===== config.mk =====
export PLATFORM = sky130hd
export DESIGN_NAME = gate4_reduce_pipe_flat
export DESIGN_NICKNAME = d
export VERILOG_FILES = /design/src/rtl/gate4_reduce_pipe_if.sv /design/src/rtl/gate4_reduce_pipe.sv /design/src/flat_wrapper.sv
export SDC_FILE = /design/constraint.sdc
export NUM_CORES = 1
export LEC_CHECK = 0
export CORE_ASPECT_RATIO = 1.75
export CORE_MARGIN = 5
export CORE_UTILIZATION = 55
export DETAILED_ROUTE_END_ITERATION = 7
export PLACE_DENSITY = 0.9
export SLEW_MARGIN = 20
export SYNTH_ARGS = -nofsm -noshare
export SYNTH_HDL_FRONTEND = slang
export SYNTH_SLANG_ARGS = --single-unit

===== constraint.sdc =====
create_clock -name clk -period 3.6 [get_ports clk]
set_input_delay 1.08 -clock clk [delete_from_list [all_inputs] [get_ports clk]]
set_output_delay 1.08 -clock clk [all_outputs]
set_load 0.02 [all_outputs]

===== src/rtl/gate4_reduce_pipe_if.sv =====
// Handshake and result bus for gate4_reduce_pipe: vector in, reduced head entry and stats out.
interface gate4_reduce_pipe_if #(
  parameter int CNT_W = 8
);
  logic             in_valid;
  logic             in_ready;
  logic [3:0]       in;
  logic             out_valid;
  logic             out_ready;
  logic [3:0]       out_data;
  logic             out_and;
  logic             out_or;
  logic             out_xor;
  logic [CNT_W-1:0] cnt_all;
  logic [CNT_W-1:0] cnt_odd;

  modport master (
    output in_valid, in, out_ready,
    input  in_ready, out_valid, out_data, out_and, out_or, out_xor, cnt_all, cnt_odd
  );

  modport slave (
    input  in_valid, in, out_ready,
    output in_ready, out_valid, out_data, out_and, out_or, out_xor, cnt_all, cnt_odd
  );
endinterface


===== src/rtl/gate4_reduce_pipe.sv =====
// 4-bit AND/OR/XOR reduction into a small result FIFO with saturating push statistics.
module gate4_reduce_calc (
  input  logic [3:0] vec,
  output logic [6:0] ent
);
  assign ent = {vec, &vec, |vec, ^vec};
endmodule

module gate4_reduce_pipe #(
  parameter int DEPTH = 4,
  parameter int CNT_W = 8
) (
  input  logic                clk,
  input  logic                rst_n,
  input  logic                clr,
  gate4_reduce_pipe_if.slave  bus
);
  localparam int AW = (DEPTH > 1) ? $clog2(DEPTH) : 1;
  localparam logic [AW:0] FULL_CNT = (AW+1)'(DEPTH);

  typedef struct packed {
    logic [3:0] data;
    logic       r_and;
    logic       r_or;
    logic       r_xor;
  } entry_t;

  entry_t          mem [DEPTH];
  entry_t          new_ent;
  entry_t          head;
  logic [AW-1:0]   wr_ptr;
  logic [AW-1:0]   rd_ptr;
  logic [AW:0]     count;
  logic [CNT_W-1:0] cnt_all_q;
  logic [CNT_W-1:0] cnt_odd_q;
  logic            run_q;
  logic            full;
  logic            empty;
  logic            push;
  logic            pop;

  gate4_reduce_calc u_calc (
    .vec (bus.in),
    .ent (new_ent)
  );

  assign full  = (count == FULL_CNT);
  assign empty = (count == '0);

  // run_q holds handshakes off for the first edge after reset release.
  assign push = run_q && !clr && bus.in_valid && !full;
  assign pop  = run_q && !clr && bus.out_ready && !empty;

  always_ff @(posedge clk or negedge rst_n) begin
    if (!rst_n) run_q <= 1'b0;
    else        run_q <= 1'b1;
  end

  always_ff @(posedge clk or negedge rst_n) begin
    if (!rst_n) begin
      wr_ptr <= '0;
      rd_ptr <= '0;
      count  <= '0;
    end else if (clr) begin
      wr_ptr <= '0;
      rd_ptr <= '0;
      count  <= '0;
    end else begin
      if (push) wr_ptr <= wr_ptr + 1'b1;
      if (pop)  rd_ptr <= rd_ptr + 1'b1;
      case ({push, pop})
        2'b10:   count <= count + 1'b1;
        2'b01:   count <= count - 1'b1;
        default: count <= count;
      endcase
    end
  end

  always_ff @(posedge clk or negedge rst_n) begin
    if (!rst_n) begin
      for (int i = 0; i < DEPTH; i++) mem[i] <= '0;
    end else if (push) begin
      mem[wr_ptr] <= new_ent;
    end
  end

  always_ff @(posedge clk or negedge rst_n) begin
    if (!rst_n) begin
      cnt_all_q <= '0;
      cnt_odd_q <= '0;
    end else if (clr) begin
      cnt_all_q <= '0;
      cnt_odd_q <= '0;
    end else if (push) begin
      if (cnt_all_q != {CNT_W{1'b1}})                 cnt_all_q <= cnt_all_q + 1'b1;
      if (new_ent.r_xor && cnt_odd_q != {CNT_W{1'b1}}) cnt_odd_q <= cnt_odd_q + 1'b1;
    end
  end

  // Head is always read from storage so idle outputs stay defined.
  assign head          = mem[rd_ptr];
  assign bus.in_ready  = !full;
  assign bus.out_valid = !empty;
  assign bus.out_data  = head.data;
  assign bus.out_and   = head.r_and;
  assign bus.out_or    = head.r_or;
  assign bus.out_xor   = head.r_xor;
  assign bus.cnt_all   = cnt_all_q;
  assign bus.cnt_odd   = cnt_odd_q;
endmodule


===== src/flat_wrapper.sv =====
// flat-port wrapper written by rule: the top's interface ports become plain ports
module gate4_reduce_pipe_flat 
#(
  parameter int DEPTH = 4,
  parameter int CNT_W = 8
)
  (clk, rst_n, clr, bus_in_valid, bus_in, bus_out_ready, bus_in_ready, bus_out_valid, bus_out_data, bus_out_and, bus_out_or, bus_out_xor, bus_cnt_all, bus_cnt_odd);
  gate4_reduce_pipe_if #(.CNT_W(CNT_W)) bus_i ();
  input  logic clk;
  input  logic rst_n;
  input  logic clr;
  input wire logic [$bits(bus_i.in_valid)-1:0] bus_in_valid;
  input wire logic [$bits(bus_i.in)-1:0] bus_in;
  input wire logic [$bits(bus_i.out_ready)-1:0] bus_out_ready;
  output wire logic [$bits(bus_i.in_ready)-1:0] bus_in_ready;
  output wire logic [$bits(bus_i.out_valid)-1:0] bus_out_valid;
  output wire logic [$bits(bus_i.out_data)-1:0] bus_out_data;
  output wire logic [$bits(bus_i.out_and)-1:0] bus_out_and;
  output wire logic [$bits(bus_i.out_or)-1:0] bus_out_or;
  output wire logic [$bits(bus_i.out_xor)-1:0] bus_out_xor;
  output wire logic [$bits(bus_i.cnt_all)-1:0] bus_cnt_all;
  output wire logic [$bits(bus_i.cnt_odd)-1:0] bus_cnt_odd;
  assign bus_i.in_valid = bus_in_valid;
  assign bus_i.in = bus_in;
  assign bus_i.out_ready = bus_out_ready;
  assign bus_in_ready = bus_i.in_ready;
  assign bus_out_valid = bus_i.out_valid;
  assign bus_out_data = bus_i.out_data;
  assign bus_out_and = bus_i.out_and;
  assign bus_out_or = bus_i.out_or;
  assign bus_out_xor = bus_i.out_xor;
  assign bus_cnt_all = bus_i.cnt_all;
  assign bus_cnt_odd = bus_i.cnt_odd;
  gate4_reduce_pipe #(.DEPTH(DEPTH), .CNT_W(CNT_W)) u_core (.clk(clk), .rst_n(rst_n), .clr(clr), .bus(bus_i));
endmodule

After elaboration in Yosys (flattened, before gate mapping)
Cells that the tools add are included.

cells by class
  add/sub/neg operators = 6
  order comparisons = 3
  equality and inequality tests = 5
  multiplexer cells = 18
  bitwise gates (word level) = 2
  reduce and logical (&&, ||, !) cells = 21

operators with widths
  kind                 count
  $mux 8               6
  $bwmux 28            1
  $mux 7               3
  $add 8x1->8 const B  2
  $ne 8x8->1 const B   2
  $bmux 7 s2           1
  $demux 7 s2          1
  $mux 2               4
  $reduce_bool 2->1    4
  $logic_and 1x1->1    7
  $ge 3x3->1 const B   2
  $not 2->3            2
  $pmux 3 s2           1
  $add 2x1->2 const B  2
  $reduce_and 2->1     2
  $reduce_and 4->1     1
  $reduce_or 4->1      1
  $reduce_xor 4->1     1
  $add 3x1->3 const B  1
  $eq 3x3->1 const B   1
  $logic_not 1->1      3
  $logic_not 3->1      1
  $lt 3x1->1 const B   1
  $mux 3               1
  4 further kinds      4

word-level totals
  flip-flop bits (word level) = 52
  input port bits = 9
  word-level logic and storage cells = 77

Longest topological paths before layout
Gate-level depths: netlist of run 1.

  depth after elaboration = 7
  depth in mapped cells = 8
  mapped depth without buffers = 8

Hierarchy
Synthesis of run 1 repeated with hierarchy kept, for this count alone.

unflattened totals
  cells, all modules = 226
  area total of the unflattened synthesis = 2,740.1 µm²

by module, submodules not included
  module             times used  cells an instance  area an instance (µm²)  sequential area each (µm²)
  gate4_reduce_pipe  1           211                2,626.3                 1,301.2
  gate4_reduce_calc  1           15                 113.9                   0.0

Least setup slack after synthesis of run 1
Ideal clock, no wire load.

  kind = input-to-reg
  from = input port bus_in[2]
  to = register u_core.cnt_odd_q[5], in the netlist u_core.bus.cnt_odd[5]
  arrival = 2,573 ps
  slack = 902 ps
  stages on the path = 7
  path buffers = 1
  cells stage by stage = inv_1 ha_1 xnor2_1 or3_1 buf_2 nor4_2 mux2_2

between the ends
  word-level cells in the longest chain between the ends = 4

ends and longest elaborated chain
  item                         line                     text
  from (decl)                  flat_wrapper.sv:13       input wire logic [$bits(bus_i.in)-1:0] bus_in;
  $reduce_xor 4->1             gate4_reduce_pipe.sv:6   assign ent = {vec, &vec, |vec, ^vec};
  $logic_and 1x1->1            gate4_reduce_pipe.sv:96  if (new_ent.r_xor && cnt_odd_q != {CNT_W{1'b1}}) cnt_odd_q <= cnt_odd_q + 1'b1;
  $reduce_bool 2->1 (no line)  n/a
  $reduce_and 2->1 (no line)   n/a
  to (signal assigned)         gate4_reduce_pipe.sv:96
  to (decl)                    gate4_reduce_pipe.sv:35  logic [CNT_W-1:0] cnt_odd_q;

No other way between the ends.
A chain may end at the register's enable or synchronous reset.

Worst setup path in the final report of run 1
  from = register u_core.rd_ptr[0]
  to = output port bus_out_xor

between the ends
  word-level cells in the longest chain between the ends = 4

ends and longest elaborated chain
  item                                        line                      text
  from (decl)                                 gate4_reduce_pipe.sv:32   logic [AW-1:0] rd_ptr;
  from (signal assigned)                      gate4_reduce_pipe.sv:70   if (pop) rd_ptr <= rd_ptr + 1'b1;
  $not 2->3 (not written as such)             gate4_reduce_pipe.sv:101  assign head = mem[rd_ptr];
  $bmux 7 s2                                  gate4_reduce_pipe.sv:101
  $mux 7 (not written as such) (2 in series)  gate4_reduce_pipe.sv:101
  to (decl)                                   flat_wrapper.sv:20        output wire logic [$bits(bus_i.out_xor)-1:0] bus_out_xor;

No other way between the ends. The select of a mux whose other input is x is not followed.

==> results of run 1 <==
==> area by class of cell <==
cell class | instances | area (µm²) | area share [%]
tap | 54 | 67.56 | 2.089
clock buffer | 6 | 82.58 | 2.553
clock inverter | 2 | 38.79 | 1.199
inverter | 13 | 48.80 | 1.509
timing repair buffer | 37 | 355.3 | 10.99
sequential | 52 | 1301 | 40.23
multi-input combinational | 164 | 1340 | 41.43
==> synth_stat cells, types with 2 or more instances <==
cell / number / area [µm²]
sky130_fd_sc_hd__dfrtp_1: 52 / 1301
sky130_fd_sc_hd__mux2_2: 33 / 371.6
sky130_fd_sc_hd__nand2_1: 16 / 60.06
sky130_fd_sc_hd__inv_1: 13 / 48.80
sky130_fd_sc_hd__nor2_1: 13 / 48.80
sky130_fd_sc_hd__nand3_1: 11 / 55.05
sky130_fd_sc_hd__ha_1: 10 / 125.1
sky130_fd_sc_hd__a21oi_1: 8 / 40.04
sky130_fd_sc_hd__o21ai_0: 8 / 40.04
sky130_fd_sc_hd__mux4_2: 7 / 157.7
sky130_fd_sc_hd__nor2b_1: 6 / 37.54
sky130_fd_sc_hd__nor3_1: 6 / 30.03
sky130_fd_sc_hd__or3_1: 4 / 25.02
sky130_fd_sc_hd__mux2i_1: 3 / 30.03
sky130_fd_sc_hd__nand4_1: 3 / 18.77
sky130_fd_sc_hd__nor4_1: 3 / 18.77
sky130_fd_sc_hd__xor2_1: 3 / 26.28
sky130_fd_sc_hd__a211oi_1: 2 / 15.01
sky130_fd_sc_hd__a31oi_1: 2 / 12.51
sky130_fd_sc_hd__buf_2: 2 / 10.01
sky130_fd_sc_hd__clkbuf_1: 2 / 7.510
sky130_fd_sc_hd__nand2b_1: 2 / 12.51
sky130_fd_sc_hd__o22ai_1: 2 / 12.51
sky130_fd_sc_hd__o311ai_0: 2 / 17.52
sky130_fd_sc_hd__o41ai_1: 2 / 17.52
==> through the flow <==
| stage | area (µm²) | setup WS, ns |
|---|---|---|
| 6_report | 3234 | 0.3352 |
| 5_1_grt | 3234 | 0.2415 |
| 4_1_cts | 3234 | 0.3120 |
| 3_5_place_dp | 3113 | 0.2085 |
| 3_3_place_gp | 3113 | 0.2545 |
| 2_1_floorplan | 2719 | 0.9020 |
==> sequential cells by signal, indices dropped and copies added, names as in the netlist <==
name	count
u_core.rd_ptr	2
u_core.bus.cnt_odd	8
u_core.bus.cnt_all	8
u_core.mem	28
u_core.count	3
u_core.wr_ptr	2
u_core.run_q	1
==> power groups by stage <==
stage | registers (µW) | clock network [µW] | logic, µW
floorplan | 688 | 0 | 168
global placement | 695 | 0 | 259
detailed placement | 702 | 0 | 268
CTS | 690 | 428 | 270
global route | 700 | 451 | 287
finish | 690 | 421 | 266
==> critical path, delay by kind of cell, from the launching register on <==
family	cells	cell delay, ns
flops	1	0.73
buf+inv	1	0.55
mux	1	0.59
==> worst paths after layout <==
path | slack, ns | endpoint | startpoint | cells past startpoint
setup / recovery | 0.34 | bus_out_xor | u_core.rd_ptr[0] | 2
hold / removal | 0.51 | u_core.mem[12] | u_core.mem[12] | 1
setup reg to reg | 1.24 | u_core.count[2] | u_core.count[0] | 8
hold reg to reg | 0.51 | u_core.mem[12] | u_core.mem[12] | 1
max in group asynchronous | 2.09 | u_core.wr_ptr[1] | rst_n | 2
min in group asynchronous | 0.75 | u_core.mem[26] | rst_n | 1
==> layer usage <==
metal,vias to the layer above,share of wire (%),GRT usage (%)
li1,933,-,-
met1,1018,36,20.54
met2,55,58,38.74
met3,16,3.1,2.399
met4,0,2.2,8.987
met5,-,0,0
==> logic make-up (layout without fill, tap and decap cells) <==
group / Yosys count / after routing / share of synthesized area (%)
fa+ha+maj: 11 / 11 / 5.338
simple gates: 72 / 72 / 14.13
buf+inv: 19 / 58 / 2.853
mux: 43 / 43 / 20.57
flops: 52 / 52 / 47.86
xor+xnor: 4 / 4 / 1.289
compound gates: 33 / 33 / 7.824
other cells: 1 / 1 / 0.1379
==> impl_results.html, run 1 <==
<table>
<tr><th>Metric</th><th>Value</th></tr>
<tr><th colspan="2">Floorplanning</th></tr>
<tr><td>Die Span X</td><td>63.15 µm</td></tr>
<tr><td>Placeable core region</td><td>4892 µm²</td></tr>
<tr><td>Chip height</td><td>103.0 µm</td></tr>
<tr><td>Full die area</td><td>around 6500 µm²</td></tr>
<tr><td>IO Count</td><td>34</td></tr>
<tr><td>Initial core utilization</td><td>55.58%</td></tr>
<tr><td>Number of placement rows</td><td>34</td></tr>
<tr><th colspan="2">Pwr</th></tr>
<tr><td>Standby leakage power</td><td>0.001410 µW</td></tr>
<tr><td>Power spent charging and discharging nets</td><td>between 300 and 400 µW</td></tr>
<tr><td>Worst IR Drop VDD</td><td>0.3999 mV</td></tr>
<tr><td>Clock network fraction of design power</td><td>30.6%</td></tr>
<tr><td>Combinational power share</td><td>19.3%</td></tr>
<tr><td>Power density of the placed cells</td><td>425.4 nW/µm²</td></tr>
<tr><td>Total power of the final layout</td><td>1376 µW</td></tr>
<tr><td>Relative contribution of sequential cells to total power</td><td>50.1%</td></tr>
<tr><td>Net switching fraction of the power</td><td>25.88%</td></tr>
<tr><td>Internal Pwr Total</td><td>a little over 1000 µW</td></tr>
<tr><th colspan="2">Global routing</th></tr>
<tr><td>Pin count of the biggest net entering global routing</td><td>29</td></tr>
<tr><td>Global router's overall resource usage</td><td>19.77%</td></tr>
<tr><td>Antenna violations before repair</td><td>0</td></tr>
<tr><td>Number of global-route vias before repair</td><td>2127</td></tr>
<tr><td>First-pass GRT wire length</td><td>10090 µm</td></tr>
<tr><td>Overflow after GRT</td><td>0</td></tr>
<tr><th colspan="2">Placed design</th></tr>
<tr><td>Placed cells</td><td>320</td></tr>
<tr><td>Final weighted congestion in routability-driven placement</td><td>0.8202</td></tr>
<tr><td>Port Buffers</td><td>33</td></tr>
<tr><td>Post-detail-place hpwl</td><td>around 4400 µm</td></tr>
<tr><th colspan="2">Route</th></tr>
<tr><td>DRT iter0 DRCs</td><td>81</td></tr>
<tr><td>Routed len/inst</td><td>~18 µm</td></tr>
<tr><td>Final routed wirelength across all metal layers</td><td>5885 µm</td></tr>
<tr><td>DRT antenna net count</td><td>0</td></tr>
<tr><td>Total DRC errors in the routed layout</td><td>0</td></tr>
<tr><td>Via count</td><td>about 2000</td></tr>
<tr><td>First-pass DRT Iterations</td><td>4</td></tr>
<tr><td>Vias per Instance</td><td>6.165</td></tr>
<tr><th colspan="2">Critical path</th></tr>
<tr><td>Type of element launching the critical path</td><td>flop</td></tr>
<tr><td>Crit. End Element</td><td>output port</td></tr>
<tr><td>Cells along the critical path</td><td>mux4_2, clkdlybuf4s50_1</td></tr>
<tr><td>Worst setup path class</td><td>flop to output port</td></tr>
<tr><td>Worst EP arrival</td><td>2.18 ns</td></tr>
<tr><td>Cell with the largest stage delay on the worst path</td><td>sky130_fd_sc_hd__dfrtp_1</td></tr>
<tr><td>Maximum net fanout on the critical path</td><td>9</td></tr>
<tr><td>CP required</td><td>2.52 ns</td></tr>
<tr><td>Crit path largest cell delay</td><td>roughly 0.73 ns</td></tr>
<tr><th colspan="2">STA</th></tr>
<tr><td>Worst hold slack after final layout</td><td>0.5094 ns</td></tr>
<tr><td>Final period utilization</td><td>roughly nine tenths</td></tr>
<tr><td>Actual transition at the worst max-transition pin</td><td>just under 0.6 ns</td></tr>
<tr><td>RSZ-0062 raised after global routing</td><td>false</td></tr>
<tr><td>Total count of hold-check failures in the final report</td><td>0</td></tr>
<tr><td>Maximum clock rate</td><td>306.3 MHz</td></tr>
<tr><td>Final max-slew violation count</td><td>0</td></tr>
<tr><td>Clock Skews</td><td>~0.0043 ns</td></tr>
<tr><td>Worst slew margin</td><td>60.72%</td></tr>
<tr><td>Final setup vio count</td><td>0</td></tr>
<tr><td>Min cycle time layout</td><td>3.265 ns</td></tr>
<tr><td>Setup TNS Final</td><td>0 ns</td></tr>
<tr><th colspan="2">Finish</th></tr>
<tr><td>Commonest cells after routing, fill and taps aside</td><td>52 x sky130_fd_sc_hd__dfrtp_1, 33 x sky130_fd_sc_hd__mux2_2, 32 x sky130_fd_sc_hd__clkdlybuf4s50_1</td></tr>
<tr><td>Area growth from synthesis to final layout</td><td>18.96%</td></tr>
<tr><td>Leading cell type in the layout, fill and taps excluded</td><td>sky130_fd_sc_hd__dfrtp_1</td></tr>
<tr><td>Final Util</td><td>about two thirds</td></tr>
<tr><td>Antenna diode count</td><td>0</td></tr>
<tr><td>Share of cells above drive strength 1</td><td>21.17%</td></tr>
<tr><td>Filler Cell Count</td><td>around 370</td></tr>
<tr><td>Layout net count</td><td>293</td></tr>
<tr><td>Non-filler cells, final</td><td>~330</td></tr>
<tr><th colspan="2">Synth</th></tr>
<tr><td>Post-synth cell types</td><td>45</td></tr>
<tr><td>Number of enable flip-flop cells after synthesis</td><td>0</td></tr>
<tr><td>Summed instance area of the synthesized netlist</td><td>2719 µm²</td></tr>
<tr><td>Number of warning messages in the yosys log</td><td>0</td></tr>
<tr><td>Top FF cell, synth</td><td>sky130_fd_sc_hd__dfrtp_1</td></tr>
<tr><td>Register bit count reported by yosys</td><td>52</td></tr>
<tr><td>Register area share after synthesis</td><td>47.86%</td></tr>
<tr><td>Cells after synthesis</td><td>235</td></tr>
<tr><td>Post-Syn Nets</td><td>between 200 and 300</td></tr>
<tr><td>Post-synthesis area per instance</td><td>~12 µm²</td></tr>
<tr><td>Share of flip-flops with an asynchronous set or reset</td><td>between 90% and 100%</td></tr>
<tr><th colspan="2">Clock network</th></tr>
<tr><td>Quantity of gates resized following cts</td><td>0</td></tr>
<tr><td>Clock root buffer</td><td>sky130_fd_sc_hd__clkbuf_8</td></tr>
<tr><td>Number of CTS-inserted buffers</td><td>5</td></tr>
<tr><td>Clk buf depth</td><td>2</td></tr>
<tr><td>Hold buffer count at cts</td><td>0</td></tr>
<tr><td>Register clock-pin slew on the reported worst setup and hold paths</td><td>0.09 ns</td></tr>
<tr><td>Source-to-sink clock delay at the later pin of the worst-skew pair</td><td>0.30 ns</td></tr>
<tr><td>CTS tree</td><td>done</td></tr>
<tr><td>Level count of the clock H-tree</td><td>2</td></tr>
<tr><td>Sinks on Clock Net</td><td>52</td></tr>
<tr><td>Buffers inserted by post-CTS timing repair</td><td>0</td></tr>
<tr><th colspan="2">Run status</th></tr>
<tr><td>Outcome</td><td>finished, final reports clean</td></tr>
<tr><th colspan="2">Min path</th></tr>
<tr><td>Type of the worst min-delay path</td><td>flop to flop</td></tr>
<tr><th colspan="2">Job</th></tr>
<tr><td>Max Cap Viol</td><td>0</td></tr>
</table>
No activity file was read; power rests on OpenSTA's default activity.
==> run 2, diff against run 1 <==
--- a/config.mk
+++ b/config.mk
@@ -5,9 +5,9 @@
 export SDC_FILE = /design/constraint.sdc
 export NUM_CORES = 1
 export LEC_CHECK = 0
-export CORE_ASPECT_RATIO = 1.75
 export CORE_MARGIN = 5
 export CORE_UTILIZATION = 55
+export CTS_BUF_LIST = sky130_fd_sc_hd__clkbuf_2 sky130_fd_sc_hd__clkbuf_4 sky130_fd_sc_hd__clkbuf_8
 export DETAILED_ROUTE_END_ITERATION = 7
 export PLACE_DENSITY = 0.9
 export SLEW_MARGIN = 20
==> run 2 against run 1 <==
Compared with the run above: die area down 0.85%; global-route usage decreased by 1.9 points; utilization is 1.4 points higher; register-to-register slack better by 0.09 ns; combinational power shrank 2%; routed wire length down 10%; clock skew increased by 0.0016 ns; sequential cell count stayed put; highest routed layer unchanged.
==> impl_results.html, run 2 (synthesized netlist as in run 1, its figures left out) <==
<table>
<tr><th>Metric</th><th>Value</th></tr>
<tr><th colspan="2">Route</th></tr>
<tr><td>Final routed wirelength across all metal layers</td><td>5273 µm (-10%)</td></tr>
<tr><td>Routed len/inst</td><td>15.51 µm (-14%)</td></tr>
<tr><td>DRT iter0 DRCs</td><td>85 (+4.9%)</td></tr>
<tr><td>Via count</td><td>1925 (-4.8%)</td></tr>
<tr><td>First-pass DRT Iterations</td><td>4 (unchanged)</td></tr>
<tr><td>Total DRC errors in the routed layout</td><td>0 (unchanged)</td></tr>
<tr><td>DRT antenna net count</td><td>0 (unchanged)</td></tr>
<tr><td>Vias per Instance</td><td>5.662 (-8.2%)</td></tr>
<tr><th colspan="2">Critical path</th></tr>
<tr><td>Worst r2r src</td><td>u_core.count[0]</td></tr>
<tr><td>Maximum net fanout on the critical path</td><td>9 (unchanged)</td></tr>
<tr><td>Worst EP arrival</td><td>2.14 ns (-0.04 ns)</td></tr>
<tr><td>Crit. End Element</td><td>output port</td></tr>
<tr><td>FF-to-FF End</td><td>u_core.count[2]</td></tr>
<tr><td>Worst R2R Setup Slack</td><td>1.33 ns (+0.09 ns)</td></tr>
<tr><td>CP required</td><td>2.52 ns (about the same)</td></tr>
<tr><td>Type of element launching the critical path</td><td>flop</td></tr>
<tr><td>Worst setup path class</td><td>flop to output port</td></tr>
<tr><td>Cell depth of the worst flop-to-flop path</td><td>8 (unchanged)</td></tr>
<tr><th colspan="2">Finish</th></tr>
<tr><td>Final Util</td><td>67.53% (+1.4 points)</td></tr>
<tr><td>Non-filler cells, final</td><td>340 (+3.7%)</td></tr>
<tr><td>Layout net count</td><td>293 (unchanged)</td></tr>
<tr><td>Leading cell type in the layout, fill and taps excluded</td><td>sky130_fd_sc_hd__dfrtp_1</td></tr>
<tr><td>Flip-flop count of the largest register, all copies and words added</td><td>28 (unchanged)</td></tr>
<tr><td>Register with the most flip-flops</td><td>u_core.mem</td></tr>
<tr><td>Antenna diode count</td><td>0 (unchanged)</td></tr>
<tr><td>Finished layout cell area</td><td>3211 µm² (-0.73%)</td></tr>
<tr><td>Commonest cells after routing, fill and taps aside</td><td>52 x sky130_fd_sc_hd__dfrtp_1, 33 x sky130_fd_sc_hd__mux2_2, 32 x sky130_fd_sc_hd__clkdlybuf4s50_1</td></tr>
<tr><td>Share of cells above drive strength 1</td><td>20.88% (-0.29 points)</td></tr>
<tr><td>Area growth from synthesis to final layout</td><td>18.09%</td></tr>
<tr><th colspan="2">Clock network</th></tr>
<tr><td>Quantity of gates resized following cts</td><td>0 (unchanged)</td></tr>
<tr><td>Sinks on Clock Net</td><td>52 (unchanged)</td></tr>
<tr><td>CTS tree</td><td>done</td></tr>
<tr><td>Number of CTS-inserted buffers</td><td>5 (unchanged)</td></tr>
<tr><td>Clk buf depth</td><td>2 (unchanged)</td></tr>
<tr><td>Clock root buffer</td><td>sky130_fd_sc_hd__clkbuf_8</td></tr>
<tr><td>Hold buffer count at cts</td><td>0 (unchanged)</td></tr>
<tr><td>Level count of the clock H-tree</td><td>2 (unchanged)</td></tr>
<tr><td>Source-to-sink clock delay at the later pin of the worst-skew pair</td><td>0.30 ns (about the same)</td></tr>
<tr><td>Buffers inserted by post-CTS timing repair</td><td>0 (unchanged)</td></tr>
<tr><td>Register clock-pin slew on the reported worst setup and hold paths</td><td>0.09 ns (about the same)</td></tr>
<tr><th colspan="2">Min path</th></tr>
<tr><td>Endpoint with the worst hold slack</td><td>u_core.mem[13]</td></tr>
<tr><td>Number of cells on the worst hold path</td><td>1 (unchanged)</td></tr>
<tr><td>HP Start</td><td>u_core.mem[13]</td></tr>
<tr><td>Type of the worst min-delay path</td><td>flop to flop</td></tr>
<tr><th colspan="2">STA</th></tr>
<tr><td>Worst slew margin</td><td>56.94% (-3.8 points)</td></tr>
<tr><td>Min cycle time layout</td><td>3.219 ns (-0.04576 ns)</td></tr>
<tr><td>Final setup vio count</td><td>0 (unchanged)</td></tr>
<tr><td>Maximum clock rate</td><td>310.7 MHz (+1.4%)</td></tr>
<tr><td>RSZ-0062 raised after global routing</td><td>false</td></tr>
<tr><td>Final max-slew violation count</td><td>0 (unchanged)</td></tr>
<tr><td>Actual transition at the worst max-transition pin</td><td>0.6459 ns (+0.05676 ns)</td></tr>
<tr><td>Setup TNS Final</td><td>0 ns (unchanged)</td></tr>
<tr><td>Final period utilization</td><td>89.42% (-1.3 points)</td></tr>
<tr><td>Clock Skews</td><td>0.005904 ns (+0.001619 ns)</td></tr>
<tr><td>Total count of hold-check failures in the final report</td><td>0 (unchanged)</td></tr>
<tr><th colspan="2">Floorplanning</th></tr>
<tr><td>Full die area</td><td>6450 µm² (-0.85%)</td></tr>
<tr><td>Chip height</td><td>80.31 µm (-22%)</td></tr>
<tr><td>IO Count</td><td>34 (unchanged)</td></tr>
<tr><td>Placeable core region</td><td>4755 µm² (-2.8%)</td></tr>
<tr><td>Number of placement rows</td><td>25 (-26%)</td></tr>
<tr><td>Initial core utilization</td><td>57.18% (+1.6 points)</td></tr>
<tr><td>Die Span X</td><td>80.31 µm (+27%)</td></tr>
<tr><th colspan="2">Placed design</th></tr>
<tr><td>Post-Place Cell Area</td><td>3129 µm² (+0.52%)</td></tr>
<tr><td>Final weighted congestion in routability-driven placement</td><td>0.8330 (+1.6%)</td></tr>
<tr><td>Post-detail-place hpwl</td><td>3781 µm (-15%)</td></tr>
<tr><td>Placed cells</td><td>333 (+4.1%)</td></tr>
<tr><td>Port Buffers</td><td>33 (unchanged)</td></tr>
<tr><th colspan="2">Pwr</th></tr>
<tr><td>Clock network fraction of design power</td><td>25.4% (-5.2 points)</td></tr>
<tr><td>Power spent charging and discharging nets</td><td>340.6 µW (-4.3%)</td></tr>
<tr><td>Combinational power share</td><td>20.5% (+1.2 points)</td></tr>
<tr><td>Standby leakage power</td><td>0.001393 µW (-1.2%)</td></tr>
<tr><td>Relative contribution of sequential cells to total power</td><td>54.1% (+4.0 points)</td></tr>
<tr><td>Internal Pwr Total</td><td>932.1 µW (-8.6%)</td></tr>
<tr><td>Worst IR Drop VDD</td><td>0.1683 mV (-58%)</td></tr>
<tr><td>Power density of the placed cells</td><td>396.4 nW/µm² (-6.8%)</td></tr>
<tr><td>Net switching fraction of the power</td><td>26.76% (+0.89 points)</td></tr>
<tr><th colspan="2">Global routing</th></tr>
<tr><td>Number of global-route vias before repair</td><td>1929 (-9.3%)</td></tr>
<tr><td>First-pass GRT wire length</td><td>9032 µm (-11%)</td></tr>
<tr><td>Global router's overall resource usage</td><td>17.83% (-1.9 points)</td></tr>
<tr><td>Overflow after GRT</td><td>0 (unchanged)</td></tr>
<tr><td>Pin count of the biggest net entering global routing</td><td>53 (+83%)</td></tr>
<tr><td>Antenna violations before repair</td><td>0 (unchanged)</td></tr>
<tr><th colspan="2">Run status</th></tr>
<tr><td>Outcome</td><td>finished, final reports clean</td></tr>
<tr><th colspan="2">Job</th></tr>
<tr><td>Max Cap Viol</td><td>0 (unchanged)</td></tr>
</table>
[run 2: area by class of cell]
cell class              instances  area [µm²]
fillers                       377        1544
multi-input cells             164        1340
flip-flops and latches         52        1301
repair buffers                 37       355.3
well taps                      67       83.83
clock buffers                   6       76.32
inverters                      13       48.80
clock inverters                 1       5.005
[run 2: worst max path at each step]
| stage | from | cells after the start | to | slack [ns] |
|---|---|---|---|---|
| after floorplan | bus_in[2] | 7 | u_core.bus.cnt_odd[5] | 0.90 |
| after global placement | bus_in[0] | 7 | u_core.bus.cnt_odd[5] | 0.20 |
| after detailed placement | bus_in[0] | 7 | u_core.bus.cnt_odd[5] | 0.17 |
| after CTS | u_core.rd_ptr[0] | 2 | bus_out_and | 0.34 |
| after global routing | u_core.rd_ptr[0] | 2 | bus_out_data[2] | 0.27 |
| final | u_core.rd_ptr[0] | 2 | bus_out_data[2] | 0.38 |
[run 2: worst max-delay path: stages (launching register included)]
cell	delay, ns
sky130_fd_sc_hd__dfrtp_1	0.70
sky130_fd_sc_hd__mux4_2	0.58
sky130_fd_sc_hd__clkdlybuf4s50_1	0.55
[run 2: layer usage]
| layer | wire length [µm] | part of all wire (%) | GRT usage [%] |
|---|---|---|---|
| met1 | 2451 | 46 | 24.43 |
| met2 | 2509 | 48 | 28.64 |
| met3 | 242 | 4.6 | 4.260 |
| met4 | 68 | 1.3 | 4.392 |
| met5 | 0 | 0 | 0 |
[run 2: power groups by stage]
stage	Combinational [µW]	Sequential (µW)	Clock, µW
after global routing	285	697	350
after floorplan	168	688	0
after detailed placement	265	699	0
final	261	688	323
after global placement	259	695	0
after CTS	266	688	328
[run 2: metrics by stage]
stage	hold slack [ns]	power (µW)	setup slack, ns
2_1_floorplan	0.4739	855.9	0.9020
3_3_place_gp	0.4810	953.4	0.2032
3_5_place_dp	0.4890	963.9	0.1723
4_1_cts	0.5119	1282	0.3405
5_1_grt	0.5224	1332	0.2656
6_report	0.5101	1273	0.3810
